==> src/rtl/sevseg_bus_if.sv <==
// Register bus between the CPU side and the seven-segment scan controller.
interface sevseg_bus_if;
  logic        sel;
  logic        we;
  logic [1:0]  addr;
  logic [31:0] wdata;
  logic [31:0] rdata;

  modport master (output sel, output we, output addr, output wdata, input rdata);
  modport slave  (input sel, input we, input addr, input wdata, output rdata);
endinterface

==> src/rtl/sevseg_scan_ctrl.sv <==
// Memory-mapped 8-digit multiplexed seven-segment scan controller.
// Registers: 0 DATA (shadowed, copied to the display at frame boundaries),
// 1 CTRL, 2 STATUS (read-only), 3 reserved.
// Optional build macro SEVSEG_BLINK_EN adds a per-digit blink mask in CTRL[23:16].
module sevseg_scan_ctrl #(
  parameter int unsigned PHASE_CYCLES = 625,
  parameter int unsigned BLINK_SHIFT  = 7
) (
  input  logic             clk,
  input  logic             rst,
  sevseg_bus_if.slave      bus,
  output logic [7:0]       an,
  output logic [6:0]       a_to_g
);

  localparam int unsigned CNT_W = (PHASE_CYCLES > 1) ? $clog2(PHASE_CYCLES) : 1;
  localparam logic [CNT_W-1:0] CNT_LAST = CNT_W'(PHASE_CYCLES - 1);

  // Blink gating selects one bit of the 8-bit frame counter.
  if (BLINK_SHIFT > 7) begin : g_blink_shift_chk
    $error("BLINK_SHIFT must select a bit of the 8-bit frame counter");
  end

  // Register state
  logic [31:0]      shadow_q, shadow_d;
  logic [31:0]      active_q, active_d;
  logic             pending_q, pending_d;
  logic [7:0]       frame_q, frame_d;
  logic [CNT_W-1:0] cnt_q, cnt_d;
  logic [3:0]       phase_q, phase_d;
  logic [2:0]       idx_q, idx_d;
  logic             en_q, lzb_q;
  logic [3:0]       bright_q;
  logic [7:0]       mask_q;
`ifdef SEVSEG_BLINK_EN
  logic [7:0]       blink_q;
`endif
  logic [31:0]      rdata_q, rdata_d;
  logic [7:0]       an_q, an_d;
  logic [6:0]       seg_q, seg_d;

  logic        wr_c, rd_c, wr_data_c, wr_ctrl_c;
  logic        cnt_wrap_c, phase_wrap_c, frame_wrap_c;
  logic [31:0] ctrl_rd_c;
  logic [7:0]  zero_from_c;
  logic [3:0]  nib_c;
  logic        blink_c, lit_c;

  assign wr_c         = bus.sel & bus.we;
  assign rd_c         = bus.sel & ~bus.we;
  assign wr_data_c    = wr_c & (bus.addr == 2'd0);
  assign wr_ctrl_c    = wr_c & (bus.addr == 2'd1);
  assign cnt_wrap_c   = (cnt_q == CNT_LAST);
  assign phase_wrap_c = cnt_wrap_c & (phase_q == 4'd15);
  assign frame_wrap_c = en_q & phase_wrap_c & (idx_q == 3'd7);

  // Active-low segment decode, bit6 = a ... bit0 = g.
  function automatic logic [6:0] hex_to_seg(input logic [3:0] n);
    case (n)
      4'h0:    hex_to_seg = 7'b0000001;
      4'h1:    hex_to_seg = 7'b1001111;
      4'h2:    hex_to_seg = 7'b0010010;
      4'h3:    hex_to_seg = 7'b0000110;
      4'h4:    hex_to_seg = 7'b1001100;
      4'h5:    hex_to_seg = 7'b0100100;
      4'h6:    hex_to_seg = 7'b0100000;
      4'h7:    hex_to_seg = 7'b0001111;
      4'h8:    hex_to_seg = 7'b0000000;
      4'h9:    hex_to_seg = 7'b0000100;
      4'hA:    hex_to_seg = 7'b0001000;
      4'hB:    hex_to_seg = 7'b1100000;
      4'hC:    hex_to_seg = 7'b0110001;
      4'hD:    hex_to_seg = 7'b1000010;
      4'hE:    hex_to_seg = 7'b0110000;
      default: hex_to_seg = 7'b0111000;
    endcase
  endfunction

  // Scan counters, shadow/active transfer and pending flag next state.
  always_comb begin
    shadow_d  = wr_data_c ? bus.wdata : shadow_q;
    active_d  = active_q;
    pending_d = pending_q | wr_data_c;
    frame_d   = frame_q;
    cnt_d     = cnt_q;
    phase_d   = phase_q;
    idx_d     = idx_q;
    if (!en_q) begin
      // Disabled: display tracks the shadow directly and scan is parked at 0.
      active_d  = shadow_d;
      pending_d = 1'b0;
      cnt_d     = '0;
      phase_d   = '0;
      idx_d     = '0;
    end else begin
      cnt_d = cnt_wrap_c ? '0 : cnt_q + 1'b1;
      if (cnt_wrap_c)   phase_d = phase_q + 4'd1;
      if (phase_wrap_c) idx_d   = idx_q + 3'd1;
      if (frame_wrap_c) begin
        // Same-cycle DATA write is forwarded through shadow_d.
        active_d  = shadow_d;
        pending_d = 1'b0;
        frame_d   = frame_q + 8'd1;
      end
    end
  end

  // CTRL readback image.
  always_comb begin
    ctrl_rd_c = {16'h0, mask_q, bright_q, 2'b00, lzb_q, en_q};
`ifdef SEVSEG_BLINK_EN
    ctrl_rd_c[23:16] = blink_q;
`endif
  end

  // Register read mux; rdata holds when no read is issued.
  always_comb begin
    rdata_d = rdata_q;
    if (rd_c) begin
      case (bus.addr)
        2'd0:    rdata_d = shadow_q;
        2'd1:    rdata_d = ctrl_rd_c;
        2'd2:    rdata_d = {16'h0, frame_q, 4'h0, pending_q, idx_q};
        default: rdata_d = 32'h0;
      endcase
    end
  end

  // zero_from_c[i]: nibbles i..7 of the active value are all zero.
  always_comb begin
    zero_from_c = '0;
    for (int i = 0; i < 8; i++) begin
      zero_from_c[i] = ((active_q >> (4 * i)) == 32'h0);
    end
  end

  // Anode/segment next values for the current slot position.
  always_comb begin
    nib_c = active_q[{idx_q, 2'b00} +: 4];
`ifdef SEVSEG_BLINK_EN
    blink_c = blink_q[idx_q] & frame_q[BLINK_SHIFT[2:0]];
`else
    blink_c = 1'b0;
`endif
    lit_c = en_q & mask_q[idx_q]
          & ~(lzb_q & (idx_q != 3'd0) & zero_from_c[idx_q])
          & ~blink_c
          & (phase_q <= bright_q)
          & ~((phase_q == 4'd0) & (cnt_q == '0));
    an_d = 8'hFF;
    if (lit_c) an_d[idx_q] = 1'b0;
    seg_d = lit_c ? hex_to_seg(nib_c) : 7'h7F;
  end

  // Datapath, scan and output registers.
  always_ff @(posedge clk) begin
    if (rst) begin
      shadow_q  <= '0;
      active_q  <= '0;
      pending_q <= 1'b0;
      frame_q   <= '0;
      cnt_q     <= '0;
      phase_q   <= '0;
      idx_q     <= '0;
      rdata_q   <= '0;
      an_q      <= 8'hFF;
      seg_q     <= 7'h7F;
    end else begin
      shadow_q  <= shadow_d;
      active_q  <= active_d;
      pending_q <= pending_d;
      frame_q   <= frame_d;
      cnt_q     <= cnt_d;
      phase_q   <= phase_d;
      idx_q     <= idx_d;
      rdata_q   <= rdata_d;
      an_q      <= an_d;
      seg_q     <= seg_d;
    end
  end

  // CTRL register; new settings apply from the following cycle.
  always_ff @(posedge clk) begin
    if (rst) begin
      en_q     <= 1'b1;
      lzb_q    <= 1'b0;
      bright_q <= 4'hF;
      mask_q   <= 8'hFF;
`ifdef SEVSEG_BLINK_EN
      blink_q  <= '0;
`endif
    end else if (wr_ctrl_c) begin
      en_q     <= bus.wdata[0];
      lzb_q    <= bus.wdata[1];
      bright_q <= bus.wdata[7:4];
      mask_q   <= bus.wdata[15:8];
`ifdef SEVSEG_BLINK_EN
      blink_q  <= bus.wdata[23:16];
`endif
    end
  end

  assign bus.rdata = rdata_q;
  assign an        = an_q;
  assign a_to_g    = seg_q;

endmodule

==> src/flat_wrapper.sv <==
// flat-port wrapper written by rule: the top's interface ports become plain ports
module sevseg_scan_ctrl_flat 
#(
  parameter int unsigned PHASE_CYCLES = 625,
  parameter int unsigned BLINK_SHIFT  = 7
)
  (clk, rst, an, a_to_g, bus_sel, bus_we, bus_addr, bus_wdata, bus_rdata);
  sevseg_bus_if bus_i ();
  input  logic clk;
  input  logic rst;
  output logic [7:0] an;
  output logic [6:0] a_to_g;
  input wire logic [$bits(bus_i.sel)-1:0] bus_sel;
  input wire logic [$bits(bus_i.we)-1:0] bus_we;
  input wire logic [$bits(bus_i.addr)-1:0] bus_addr;
  input wire logic [$bits(bus_i.wdata)-1:0] bus_wdata;
  output wire logic [$bits(bus_i.rdata)-1:0] bus_rdata;
  assign bus_i.sel = bus_sel;
  assign bus_i.we = bus_we;
  assign bus_i.addr = bus_addr;
  assign bus_i.wdata = bus_wdata;
  assign bus_rdata = bus_i.rdata;
  sevseg_scan_ctrl #(.PHASE_CYCLES(PHASE_CYCLES), .BLINK_SHIFT(BLINK_SHIFT)) u_core (.clk(clk), .rst(rst), .bus(bus_i), .an(an), .a_to_g(a_to_g));
endmodule
==> config.mk <==
export PLATFORM = sky130hd
export DESIGN_NAME = sevseg_scan_ctrl_flat
export DESIGN_NICKNAME = d
export VERILOG_FILES = /design/src/rtl/sevseg_bus_if.sv /design/src/rtl/sevseg_scan_ctrl.sv /design/src/flat_wrapper.sv
export SDC_FILE = /design/constraint.sdc
export NUM_CORES = 1
export LEC_CHECK = 0
export CORE_ASPECT_RATIO = 1.75
export CORE_UTILIZATION = 55
export DETAILED_ROUTE_END_ITERATION = 8
export PLACE_DENSITY = 0.81
export SLEW_MARGIN = 25
export SYNTH_ARGS = -nofsm -noshare
export SYNTH_HDL_FRONTEND = slang
export SYNTH_SLANG_ARGS = --single-unit
==> constraint.sdc <==
create_clock -name clk -period 4.5 [get_ports clk]
set_input_delay 0.45 -clock clk [delete_from_list [all_inputs] [get_ports clk]]
set_output_delay 0.45 -clock clk [all_outputs]
set_load 0.05 [all_outputs]
==> flow_summary_export.csv <==
group,metric,value,unit
worst_setup_path,critical_path.startpoint,"u_core.idx_q[1]",
detailed_routing,wire_per_inst,17.5,um
layout,syn2layout_area_growth,22.2,%
sta,relSlewSlack,32.3,%
worst_setup_path,crit_type,"reg2reg",
synthesis,synth.avg_cell_area,9.56,um2
synthesis,syn_nets,761,
clock_network,hold_buffers,0,
clock_network,cts_tree,"built",
floorplanning,top_level_ports,85,
clock_network,cts_buffers,17,
global_route,grt_pass1_wl,26800,um
synthesis,syn_area,6740,um2
synthesis,synth.yosys.seq_area_share,44.8,%
worst_hold_path,min_path_type,"reg2reg",
worst_setup_path,worstSetupStartpointType,"flop",
worst_setup_path,path_max_fanout,13,
detailed_routing,route.vias.total,5531,
synthesis,synth_edf_count,0,
clock_network,postCtsSetupBuffers,0,
sta,hold_viol_final,0,
sta,drv_slew,0,
worst_hold_path,hp-start,"u_core.cnt_q[0]",
worst_hold_path,holdPathEnd,"u_core.cnt_q[0]",
outcome,status,"completed",
synthesis,netlist-cell-type-count,66,
worst_setup_path,critical_path_arrival,3.20,ns
synthesis,netlist_top_cells_area,"dfxtp_1, nor2_1, mux2i_1",
placed_design,dp.final_hpwl,11700,um
sta,setup_viol,0,
floorplanning,core,12000,um2
detailed_routing,dr.pass1.iters,5,
detailed_routing,vias_per_cell,5.83,
worst_setup_path,worstPathCellList,"nor2b_1 > a22oi_1 > o21ai_0 > inv_1 > ha_1 > inv_1 > nor2_1 > a221o_1",
global_route,grt_pass1_vias,5562,
clock_network,cts.repair.resized,0,
sta,final.setup.tns,0,ns
clock_network,htreeDepth,4,
detailed_routing,first_iter_violations,310,
synthesis,synthCells,705,
clock_network,cts.sinks,151,
placed_design,portBuffers,84,
placed_design,placed_area,7610,um2
layout,drive_gt1_share,13.8,%
synthesis,synth_most_common_cell,"dfxtp_1",
placed_design,place.gp.congestion,0.956,
sta,tightest_slew,1.01,ns
clock_network,clk_pin_slew_worst_paths,0.06,ns
worst_setup_path,ff2ff_setup_slack,1.61,ns
worst_setup_path,ff2ff_path_depth,8,
worst_setup_path,crit_required,4.81,ns
synthesis,ys.flop_type,"dfxtp_1",
worst_setup_path,worstSetupEndpointType,"flop",
synthesis,yosysTopAreaCell,"dfxtp_1",
floorplanning,die-area,12700,um2
global_route,track_usage,27.2,%
worst_hold_path,min_path_cells,1,
floorplanning,die_h,148,um
layout,fin_area,8230,um2
sta,hold_ws,0.477,ns
sta,setup_ws,1.61,ns
synthesis,ys_async_sr_fraction,0,%
sta,finClkSkew,0.00720,ns
clock_network,root_buffer,"clkbuf_16",
global_route,antenna_found_initial,0,
sta,rsz0062_at_grt,"no",
detailed_routing,drc_errors,0,
worst_setup_path,worst_path_max_delay_cell,"nor2b_1",
clock_network,clockBufferDepth,2,
power,irDropWorstVdd,0.369,mV
sta,fin_crit_sh,64.2,%
power,p_leak,3.02,nW
sta,fmax,346,MHz
synthesis,yosys-top-cells-count,"dfxtp_1, nor2_1, mux2i_1",
floorplanning,start_util,56.2,%
worst_setup_path,critPathMaxStageDelay,0.71,ns
power,finalPower,0.00324,W
synthesis,synth_top_area_share,44.8,%
detailed_routing,wirelength,16600,um
worst_setup_path,worst_path_most_repeated_cell,"inv_1",
clock_network,clk_latency,0.42,ns
power,power.density,394,nW/um2
global_route,grt_overflow,0,
layout,antenna_cells,0,
synthesis,yosys_register_bits,151,
worst_setup_path,reg2reg_from,"u_core.idx_q[1]",
synthesis,ys.warnings.count,0,
detailed_routing,drtAntennaViolNets,0,
placed_design,place_ws,1.46,ns
global_route,grt_max_degree,106,
flow_run,drv_cap,0,
floorplanning,die_w,85.7,um
layout,fin_nets,826,
sta,fin_crit,2.89,ns
floorplanning,num_rows,53,
worst_setup_path,rr_endpoint,"u_core.a_to_g[2]",
## area by class of cell
class,instances,area (um2)
clock inverters,14,198
clock buffers,18,429
flip-flops and latches,151,3020
multi-input cells,488,3400
well taps,165,206
repair buffers,92,902
fillers,875,3770
inverters,20,75.1
## cells in the final DEF, fill, tap and decap left out, drive strengths merged, types with 2 or more instances in the layout
master         Yosys  routed
o22ai              5       5
mux2              11      11
a221oi             7       7
clkdlybuf4s50      0      83
bufinv             0       4
nor2             146     146
and2               4       4
nor4              10      10
clkinvlp           0       2
o21ai              6       6
buf               26       9
nand3b             2       2
o221ai             2       2
a22oi             22      22
a31oi              2       2
clkbuf            20      18
a211oi            42      42
mux2i             49      49
ha                18      18
nor2b              6       6
nor3              16      16
and3               5       5
nand4              7       7
a21oi              9       9
inv               19      22
o211ai             4       4
o211a              2       2
xor2              11      11
nand2             46      46
dfxtp            151     151
xnor2              7       7
nand3             32      32
clkinv             1       6
mux4               2       2
## flip-flops by register name, summed over array words and instances (netlist names)
register	count
u_core.bright_q	4
u_core.frame_q	8
u_core.bus.rdata	32
u_core.idx_q	3
u_core.a_to_g	7
u_core.shadow_q	32
u_core.active_q	32
u_core.phase_q	4
u_core.pending_q	1
u_core.an	8
u_core.mask_q	8
u_core.en_q	1
u_core.cnt_q	10
u_core.lzb_q	1
## stage by stage
stage,utilization (%),cells
6_report,68.6,948
5_1_grt,68.6,948
4_1_cts,68.6,948
3_5_place_dp,63.4,916
3_3_place_gp,63.3,916
2_1_floorplan,-,705
## metal layers
metal	up-vias	routed length, um	GRT usage, %
met1	2667	6370	29.4
met3	64	696	5.72
li1	2603	-	-
met5	-	0	0
met2	197	8710	48.0
met4	0	811	16.2
## critical path: cells and delay by family, from the launching register on
kind                       cells  cell delay [ns]
AOI/OAI and AO/OA              3             0.78
adders and majority gates      1             0.25
buffers and inverters          2             0.30
DFF                            1             0.67
and+or+nand+nor                2             0.78
## power by group
part           total, W  internal (W)  switching [W]
Sequential      0.00141       0.00138      0.0000308
Combinational  0.000324      0.000128       0.000197
Clock           0.00151      0.000934       0.000573
## cells by family (layout without fill, tap and decap cells)
| kind of cell | count (synthesis) | in the layout | share of synthesized area, % |
|---|---|---|---|
| simple gates | 279 | 279 | 19.2 |
| flops | 151 | 151 | 44.8 |
| compound gates | 111 | 111 | 15.4 |
| buf+inv | 66 | 144 | 4.79 |
| mux | 62 | 62 | 10.1 |
| fa+ha+maj | 18 | 18 | 3.34 |
| xor+xnor | 18 | 18 | 2.34 |
## worst max-delay path by stage
stage / end / cells past startpoint
after floorplan: u_core.a_to_g[2] / 10
after global placement: u_core.active_q[29] / 5
after detailed placement: u_core.active_q[17] / 5
after CTS: u_core.a_to_g[2] / 8
after global routing: u_core.a_to_g[2] / 8
final: u_core.a_to_g[2] / 8
Note: power is estimated with default switching activity, not from simulation.
